File: src/rtl/bus_master_ctrl.sv
// bus_master_ctrl: initiator side of the single-cycle STB/ACK register bus.
// Accepts one command at a time from a local requester, runs it on the bus,
// and returns read data (or a timeout error) on a valid/ready response port.
// All outputs are registered.
// Optional feature macro: BUS_MASTER_CTRL_RETRY_EN. When defined, the first
// timeout re-issues the strobe once after a single low cycle, and only the
// second timeout reports an error.
module bus_master_ctrl #(
   parameter int ADDR_W      = 32,
   parameter int DATA_W      = 32,
   parameter int TIMEOUT_CYC = 16
) (
   input  logic              iCLK,
   input  logic              iRST,
   input  logic              iCMD_VLD,
   output logic              oCMD_RDY,
   input  logic [ADDR_W-1:0] iCMD_ADR,
   input  logic              iCMD_WE,
   input  logic [DATA_W-1:0] iCMD_WDAT,
   output logic              oRSP_VLD,
   input  logic              iRSP_RDY,
   output logic [DATA_W-1:0] oRSP_DAT,
   output logic              oRSP_ERR,
   output logic [ADDR_W-1:0] oADR,
   output logic [DATA_W-1:0] oDAT,
   output logic              oSTB,
   output logic              oWE,
   input  logic [DATA_W-1:0] iDAT,
   input  logic              iACK
);

`ifdef BUS_MASTER_CTRL_RETRY_EN
   typedef enum logic [1:0] {IDLE, BUS, RESP, RETRY} state_t;
`else
   typedef enum logic [1:0] {IDLE, BUS, RESP} state_t;
`endif

   // Last counter value before the strobe is abandoned; counter never wraps.
   localparam logic [7:0] TIMEOUT_LAST = 8'(TIMEOUT_CYC - 1);

   state_t     state;
   logic [7:0] toutCnt;
`ifdef BUS_MASTER_CTRL_RETRY_EN
   logic       retried;
`endif

   // Command/bus/response sequencer with all outputs registered.
   always_ff @(posedge iCLK or posedge iRST) begin
      if (iRST) begin
         state    <= IDLE;
         toutCnt  <= '0;
`ifdef BUS_MASTER_CTRL_RETRY_EN
         retried  <= 1'b0;
`endif
         oCMD_RDY <= 1'b1;
         oRSP_VLD <= 1'b0;
         oRSP_DAT <= '0;
         oRSP_ERR <= 1'b0;
         oADR     <= '0;
         oDAT     <= '0;
         oSTB     <= 1'b0;
         oWE      <= 1'b0;
      end else begin
         case (state)
            IDLE: begin
`ifdef BUS_MASTER_CTRL_RETRY_EN
               retried <= 1'b0;
`endif
               if (iCMD_VLD) begin
                  oADR     <= iCMD_ADR;
                  oWE      <= iCMD_WE;
                  oDAT     <= iCMD_WE ? iCMD_WDAT : '0;
                  oSTB     <= 1'b1;
                  oCMD_RDY <= 1'b0;
                  toutCnt  <= '0;
                  state    <= BUS;
               end
            end

            BUS: begin
               if (iACK) begin
                  // ACK takes priority over a coincident timeout.
                  oSTB     <= 1'b0;
                  oWE      <= 1'b0;
                  oRSP_DAT <= oWE ? '0 : iDAT;
                  oRSP_ERR <= 1'b0;
                  oRSP_VLD <= 1'b1;
                  state    <= RESP;
               end else if (toutCnt == TIMEOUT_LAST) begin
`ifdef BUS_MASTER_CTRL_RETRY_EN
                  if (!retried) begin
                     // First timeout: drop the strobe for one cycle, keep the
                     // address/data/WE so the retry repeats the same access.
                     oSTB  <= 1'b0;
                     state <= RETRY;
                  end else begin
                     oSTB     <= 1'b0;
                     oWE      <= 1'b0;
                     oRSP_DAT <= '0;
                     oRSP_ERR <= 1'b1;
                     oRSP_VLD <= 1'b1;
                     state    <= RESP;
                  end
`else
                  oSTB     <= 1'b0;
                  oWE      <= 1'b0;
                  oRSP_DAT <= '0;
                  oRSP_ERR <= 1'b1;
                  oRSP_VLD <= 1'b1;
                  state    <= RESP;
`endif
               end else begin
                  toutCnt <= toutCnt + 8'd1;
               end
            end

`ifdef BUS_MASTER_CTRL_RETRY_EN
            RETRY: begin
               oSTB    <= 1'b1;
               toutCnt <= '0;
               retried <= 1'b1;
               state   <= BUS;
            end
`endif

            RESP: begin
               if (iRSP_RDY) begin
                  oRSP_VLD <= 1'b0;
                  oCMD_RDY <= 1'b1;
                  state    <= IDLE;
               end
            end

            default: begin
               state <= IDLE;
            end
         endcase
      end
   end

endmodule

File: config.mk
export PLATFORM = sky130hd
export DESIGN_NAME = bus_master_ctrl
export DESIGN_NICKNAME = d
export VERILOG_FILES = /design/src/rtl/bus_master_ctrl.sv
export SDC_FILE = /design/constraint.sdc
export NUM_CORES = 1
export LEC_CHECK = 0
export BUFFER_PORTS_ARGS = -buffer_cell sky130_fd_sc_hd__buf_2
export CORE_ASPECT_RATIO = 1.5
export CORE_UTILIZATION = 41
export CTS_CLUSTER_DIAMETER = 50
export CTS_CLUSTER_SIZE = 14
export DETAILED_ROUTE_END_ITERATION = 8
export PLACE_DENSITY = 0.8
export SLEW_MARGIN = 20
export SYNTH_ARGS = -nofsm -noshare
export SYNTH_HDL_FRONTEND = slang
export SYNTH_SLANG_ARGS = --single-unit
File: constraint.sdc
create_clock -name iCLK -period 9.8 [get_ports iCLK]
set_input_delay 0.49 -clock iCLK [delete_from_list [all_inputs] [get_ports iCLK]]
set_output_delay 0.49 -clock iCLK [all_outputs]
set_load 0.005 [all_outputs]
==> results of run 1 <==
-- state kept, by name, summed over array words and instances, names as in the netlist --
register,count
oADR,32
oCMD_RDY,1
oDAT,32
oRSP_DAT,32
oRSP_ERR,1
oRSP_VLD,1
oSTB,1
oWE,1
state,2
toutCnt,8
-- cells in the mapped netlist, drive strengths merged --
cell / instances
a211o: 2
a21o: 2
a21oi: 2
a2bb2oi: 2
a31o: 1
and2: 1
and3: 3
and4: 1
buf: 12
clkbuf: 19
dfrtp: 110
dfstp: 1
ha: 1
inv: 39
mux2: 32
nand2: 72
nand2b: 2
nand3: 7
nand3b: 1
nand4b: 32
nor2: 3
nor2b: 1
nor3: 3
nor3b: 1
o211ai: 2
o21ai: 69
o21ba: 1
o22ai: 2
o31ai: 1
or2: 1
or4: 2
-- layer usage --
metal  GRT usage (%)  up-vias  share of wire [%]
met2           30.75      158                 50
met3           6.114       26                7.9
met4           8.025        0                3.0
met5               0        -                  0
met1           20.27     1771                 39
li1                -     1820                  -
-- stage by stage --
stage,setup slack (ns),util [%]
6_report,7.625,54.98
5_1_grt,7.517,54.98
4_1_cts,7.599,54.73
3_5_place_dp,7.573,51.97
3_3_place_gp,7.657,51.97
2_1_floorplan,6.381,-
-- logic make-up after synthesis --
kind of cell / after synthesis / synth area share (%)
flops: 111 / 59.56
mux: 32 / 7.723
compound gates: 84 / 10.86
fa+ha+maj: 1 / 0.2681
buf+inv: 70 / 6.248
simple gates: 130 / 15.34
-- layout by cell type (no fill, tap or decap), types with 3 or more instances in the layout --
master,netlist,layout
nand4b_1,32,32
clkbuf_16,0,9
nand3_1,7,7
and3_1,3,3
buf_4,0,3
inv_1,39,38
buf_2,5,202
mux2_2,32,32
o21ai_0,58,58
nand2_1,72,72
o21ai_2,11,11
clkinv_4,0,3
nor2_1,3,3
dfrtp_1,110,110
-- worst max-delay path by stage --
stage,endpoint,slack [ns],depth (start not counted)
2_1_floorplan,oADR[0],6.38,1
3_3_place_gp,oWE,7.66,5
3_5_place_dp,toutCnt[5],7.57,5
4_1_cts,oRSP_DAT[14],7.60,5
5_1_grt,oRSP_DAT[17],7.52,5
6_report,oRSP_DAT[14],7.63,5
-- area by class of cell --
| class | instances | area [um^2] |
|---|---|---|
| clock buffer | 10 | 229.0 |
| clock inverter | 6 | 76.32 |
| inverter | 39 | 148.9 |
| timing repair buffer | 206 | 1061 |
| tap | 147 | 183.9 |
| multi-input combinational | 247 | 1600 |
| fill | 980 | 4977 |
| sequential | 111 | 2779 |
-- where the power goes --
group	switching [W]	internal, W
Sequential	0.000132	0.000681
Clock	0.000167	0.000202
Combinational	0.000326	0.000340
==> flow_summary.toml, run 1 <==
[worst_setup_path]
r2r_start = "toutCnt[4]"
required_ns = 10.00
reg2reg_depth = 5
cp-end-kind = "flop"
cpPeakStageDelay_ns = 0.57
crit_family = "simple AND/OR/NAND/NOR gates"
crit_start = "toutCnt[4]"
crit_arrival_ns = 2.38
path_cells = "or4_4 > o21ba_4 > nor3_4 > buf_4 > o21ai_0"
reg2reg_slack_ns = 7.63
critPathLaunchType = "flop"
path_class = "flop to flop"
slowest_stage = "or4_4"
rr_endpoint = "oRSP_DAT[14]"
worst-path-buf-inv = 1
crit_fanout = 28

[job]
max-cap-violations = 0

[cells_and_area]
area_growth_pct = 30.28
diodes = 0
finalNonFillerCells = 766
fin_area_um2 = 6078
drive_above_1_share_pct = 43.94
fin_nets = 717

[clock_tree]
cts_resized = 0
clock_latency_ns = 0.35
htreeDepth = 3
clockBufferDepth = 2
clkSinkCount = 111
cts_tree = "done"
clk_pin_slew_worst_paths_ns = 0.07
cts_setup_buffers = 0
numCtsBuffers = 9
cts-hold-fix-buffers = 0
root_buffer = "clkbuf_16"

[die]
core_um2 = 11060
num_io_pins = 203
dieHeight_um = 132.7
die_width_um = 89.10
dieArea_um2 = 11820
num_rows = 47
start_util_pct = 42.20

[global_routing]
antenna_found_initial = 0
grt-ovfl-total = 0
grt_max_degree = 105
grt_pass1_vias = 3644
grt_first_pass_wirelength_um = 16750
track_usage_pct = 18.16

[pwr]
ir_worst_vdd_uv = 175.9
total_power_w = 0.001848
power_density_nw_per_um2 = 304.0
p_leak_nw = 3.114

[status]
status = "complete, no violations"

[detailed_routing]
first_pass_iters = 4
viasPerCell = 4.928
vias = 3775
routed_wl_um = 10640
wire_per_inst_um = 13.89
drt_iter0_drc = 129
detail-route-antenna-nets = 0
drcViolationCount = 0

[logic_synthesis]
synthDistinctLibCells = 36
yosysSeqAreaShare_pct = 59.56
yosys_warnings = 0
syn_area_per_cell_um2 = 10.90
syn_nets = 531
yosys-top-cells-area = "dfrtp_1 (59%), mux2_2 (7.7%), o21ai_0 (6.2%)"
synthCells = 428
synth_top_area_share_pct = 59.00
synth_top_area_cell = "dfrtp_1"
syn_area_um2 = 4666
ys_seq_elements = 111

[sta]
tns_ns = 0
hold_slack_ns = 0.2500
rsz0062_at_grt = "no"
slew_violations = 0
worst_slew_pin_slew_ns = 0.7705
hold_viol = 0
fin_crit_sh_pct = 22.19
fin_crit_ns = 2.175
skew_ns = 0.009792
slew_headroom_pct = 48.64
clock.fmax_mhz = 459.8
finalSetupViolCount = 0

[place]
dpl-instance-area_um2 = 5746
gp_congestion = 0.8383
dp_cells = 749
dp_hpwl_um = 7622
io_buffers = 202

[min_path]
holdCritPathClass = "primary input to asynchronous set/reset pin"
(Power assumes the default switching activity.)
==> run 2: changes to the inputs <==
--- a/config.mk
+++ b/config.mk
@@ -11,7 +11,7 @@
 export CTS_CLUSTER_DIAMETER = 50
 export CTS_CLUSTER_SIZE = 14
 export DETAILED_ROUTE_END_ITERATION = 8
-export PLACE_DENSITY = 0.8
+export PLACE_DENSITY = 0.82
 export SLEW_MARGIN = 20
 export SYNTH_ARGS = -nofsm -noshare
 export SYNTH_HDL_FRONTEND = slang
==> constraint.sdc (replaced) <==
create_clock -name iCLK -period 2 [get_ports iCLK]
set_input_delay 0.1 -clock iCLK [delete_from_list [all_inputs] [get_ports iCLK]]
set_output_delay 0.1 -clock iCLK [all_outputs]
set_load 0.005 [all_outputs]
==> run 2 against run 1 <==
Against the previous run: hold slack got worse by 0.24 ns; worst setup slack got worse by 7.5 ns; critical path depth decreased by 1; routed wire length increased by 14%; core utilization increased by 4.9 points; largest cell class unchanged; non-clock buffer count increased by 51; global-route usage increased by 2.1 points; power increased to 5.1 times the previous value; sequential share of layout area decreased by 3.7 points; largest power group unchanged; combinational power increased to 5.2 times the previous value.
==> flow_summary.toml, run 2 (synthesis results as in run 1) <==
[global_routing]
grt-ovfl-total = 0
antenna_found_initial = 0
track_usage_pct = 20.28
grt_first_pass_wirelength_um = 18750
grt_max_degree = 112
grt_pass1_vias = 3964

[sta]
fin_crit_sh_pct = 94.80
tns_ns = 0
finalSetupViolCount = 0
skew_ns = 0.009064
rsz0062_at_grt = "no"
worst_slew_pin_slew_ns = 0.8080
clock.fmax_mhz = 527.4
slew_violations = 0
slew_headroom_pct = 46.13
hold_viol = 0
fin_crit_ns = 1.896

[worst_setup_path]
reg2reg_depth = 4
critPathLaunchType = "flop"
rr_endpoint = "toutCnt[5]"
required_ns = 2.23
crit_start = "toutCnt[4]"
r2r_start = "toutCnt[4]"
crit_arrival_ns = 2.12
cp-end-kind = "flop"
path_class = "flop to flop"
crit_fanout = 10
reg2reg_slack_ns = 0.10

[clock_tree]
numCtsBuffers = 9
clock_latency_ns = 0.34
cts_tree = "done"
clk_pin_slew_worst_paths_ns = 0.08
clkSinkCount = 111
clockBufferDepth = 2
root_buffer = "clkbuf_16"
htreeDepth = 3

[min_path]
holdCritPathClass = "primary input to flop"
min_from = "iCMD_WDAT[11]"
holdPathStages = 3
whs_endpoint = "oDAT[11]"

[die]
die_width_um = 89.10
num_rows = 47
core_um2 = 11060
dieHeight_um = 132.7
start_util_pct = 42.20
dieArea_um2 = 11820
num_io_pins = 203

[pwr]
power_density_nw_per_um2 = 1410
ir_worst_vdd_uv = 698.5
p_leak_nw = 3.341

[job]
max-cap-violations = 0

[detailed_routing]
vias = 4086
first_pass_iters = 7
drt_iter0_drc = 216
wire_per_inst_um = 14.87
drcViolationCount = 0
viasPerCell = 5.001
detail-route-antenna-nets = 0
routed_wl_um = 12150

[place]
dp_hpwl_um = 7904
dpl-instance-area_um2 = 5834
io_buffers = 202
gp_congestion = 0.7460

[cells_and_area]
fin_nets = 768
fin_area_um2 = 6618
drive_above_1_share_pct = 41.34
fillers = 936
area_growth_pct = 41.83
diodes = 0
layout.cells.most_common = "buf_2"
utilization_pct = 59.86
top_regs = "oADR x32, oDAT x32, oRSP_DAT x32"
most-common-layout-cells = "buf_2 (202), dfrtp_1 (110), nand2_1 (72), o21ai_0 (58), dlygate4sd3_1 (47)"

[status]
status = "complete, no violations"
run 2: how the worst max path moves through the flow:
stage	slack [ns]	depth (start not counted)	end
final	0.10	4	toutCnt[5]
after CTS	0.11	5	oRSP_ERR
after global routing	0.03	4	toutCnt[5]
after global placement	0.21	5	oRSP_ERR
after floorplan	0.18	5	oSTB
after detailed placement	0.13	5	oRSP_ERR
run 2: worst max-delay path, stage by stage (launching register included):
cell,delay [ns]
dfrtp_1,0.45
or4_4,0.57
o21ai_2,0.34
nor3_1,0.12
a211o_1,0.29
run 2: power breakdown:
group          leakage (nW)  internal (W)  switching, W
clock network         0.154       0.00100      0.000864
registers              1.39       0.00334      0.000659
logic                  1.79       0.00178       0.00169
run 2: layout make-up:
class | instances | area, um^2 | area share (%)
clock buffers | 9 | 225.2 | 3.403
repair buffers | 257 | 1592 | 24.05
multi-input cells | 247 | 1600 | 24.18
inverters | 39 | 150.1 | 2.269
flip-flops and latches | 111 | 2779 | 41.99
well taps | 147 | 183.9 | 2.779
clock inverters | 7 | 87.58 | 1.324
run 2: repair_timing:
item,in CTS,in global routing
buffers inserted,0,0
endpoints found under the hold margin,156,0
resized for setup,0,0
hold buffers,47,0
run 2: through the flow:
step | setup WS [ns] | cells | total power, W | hold WS, ns
2_1_floorplan | 0.1848 | 428 | 0.005765 | 0.2448
3_3_place_gp | 0.2150 | 754 | 0.007197 | 0.3064
3_5_place_dp | 0.1325 | 754 | 0.007427 | 0.3293
4_1_cts | 0.1145 | 817 | 0.009394 | 0.001893
5_1_grt | 0.03445 | 817 | 0.009972 | 0.006833
6_report | 0.1040 | 817 | 0.009332 | 0.008506
run 2: routing by layer:
| layer | share of wire [%] | track usage, % | up-vias |
|---|---|---|---|
| met1 | 38 | 23.74 | 1948 |
| met3 | 6.6 | 4.679 | 40 |
| met4 | 3.9 | 9.524 | 0 |
| met2 | 52 | 34.39 | 177 |
| met5 | 0 | 0 | - |
| li1 | - | - | 1921 |
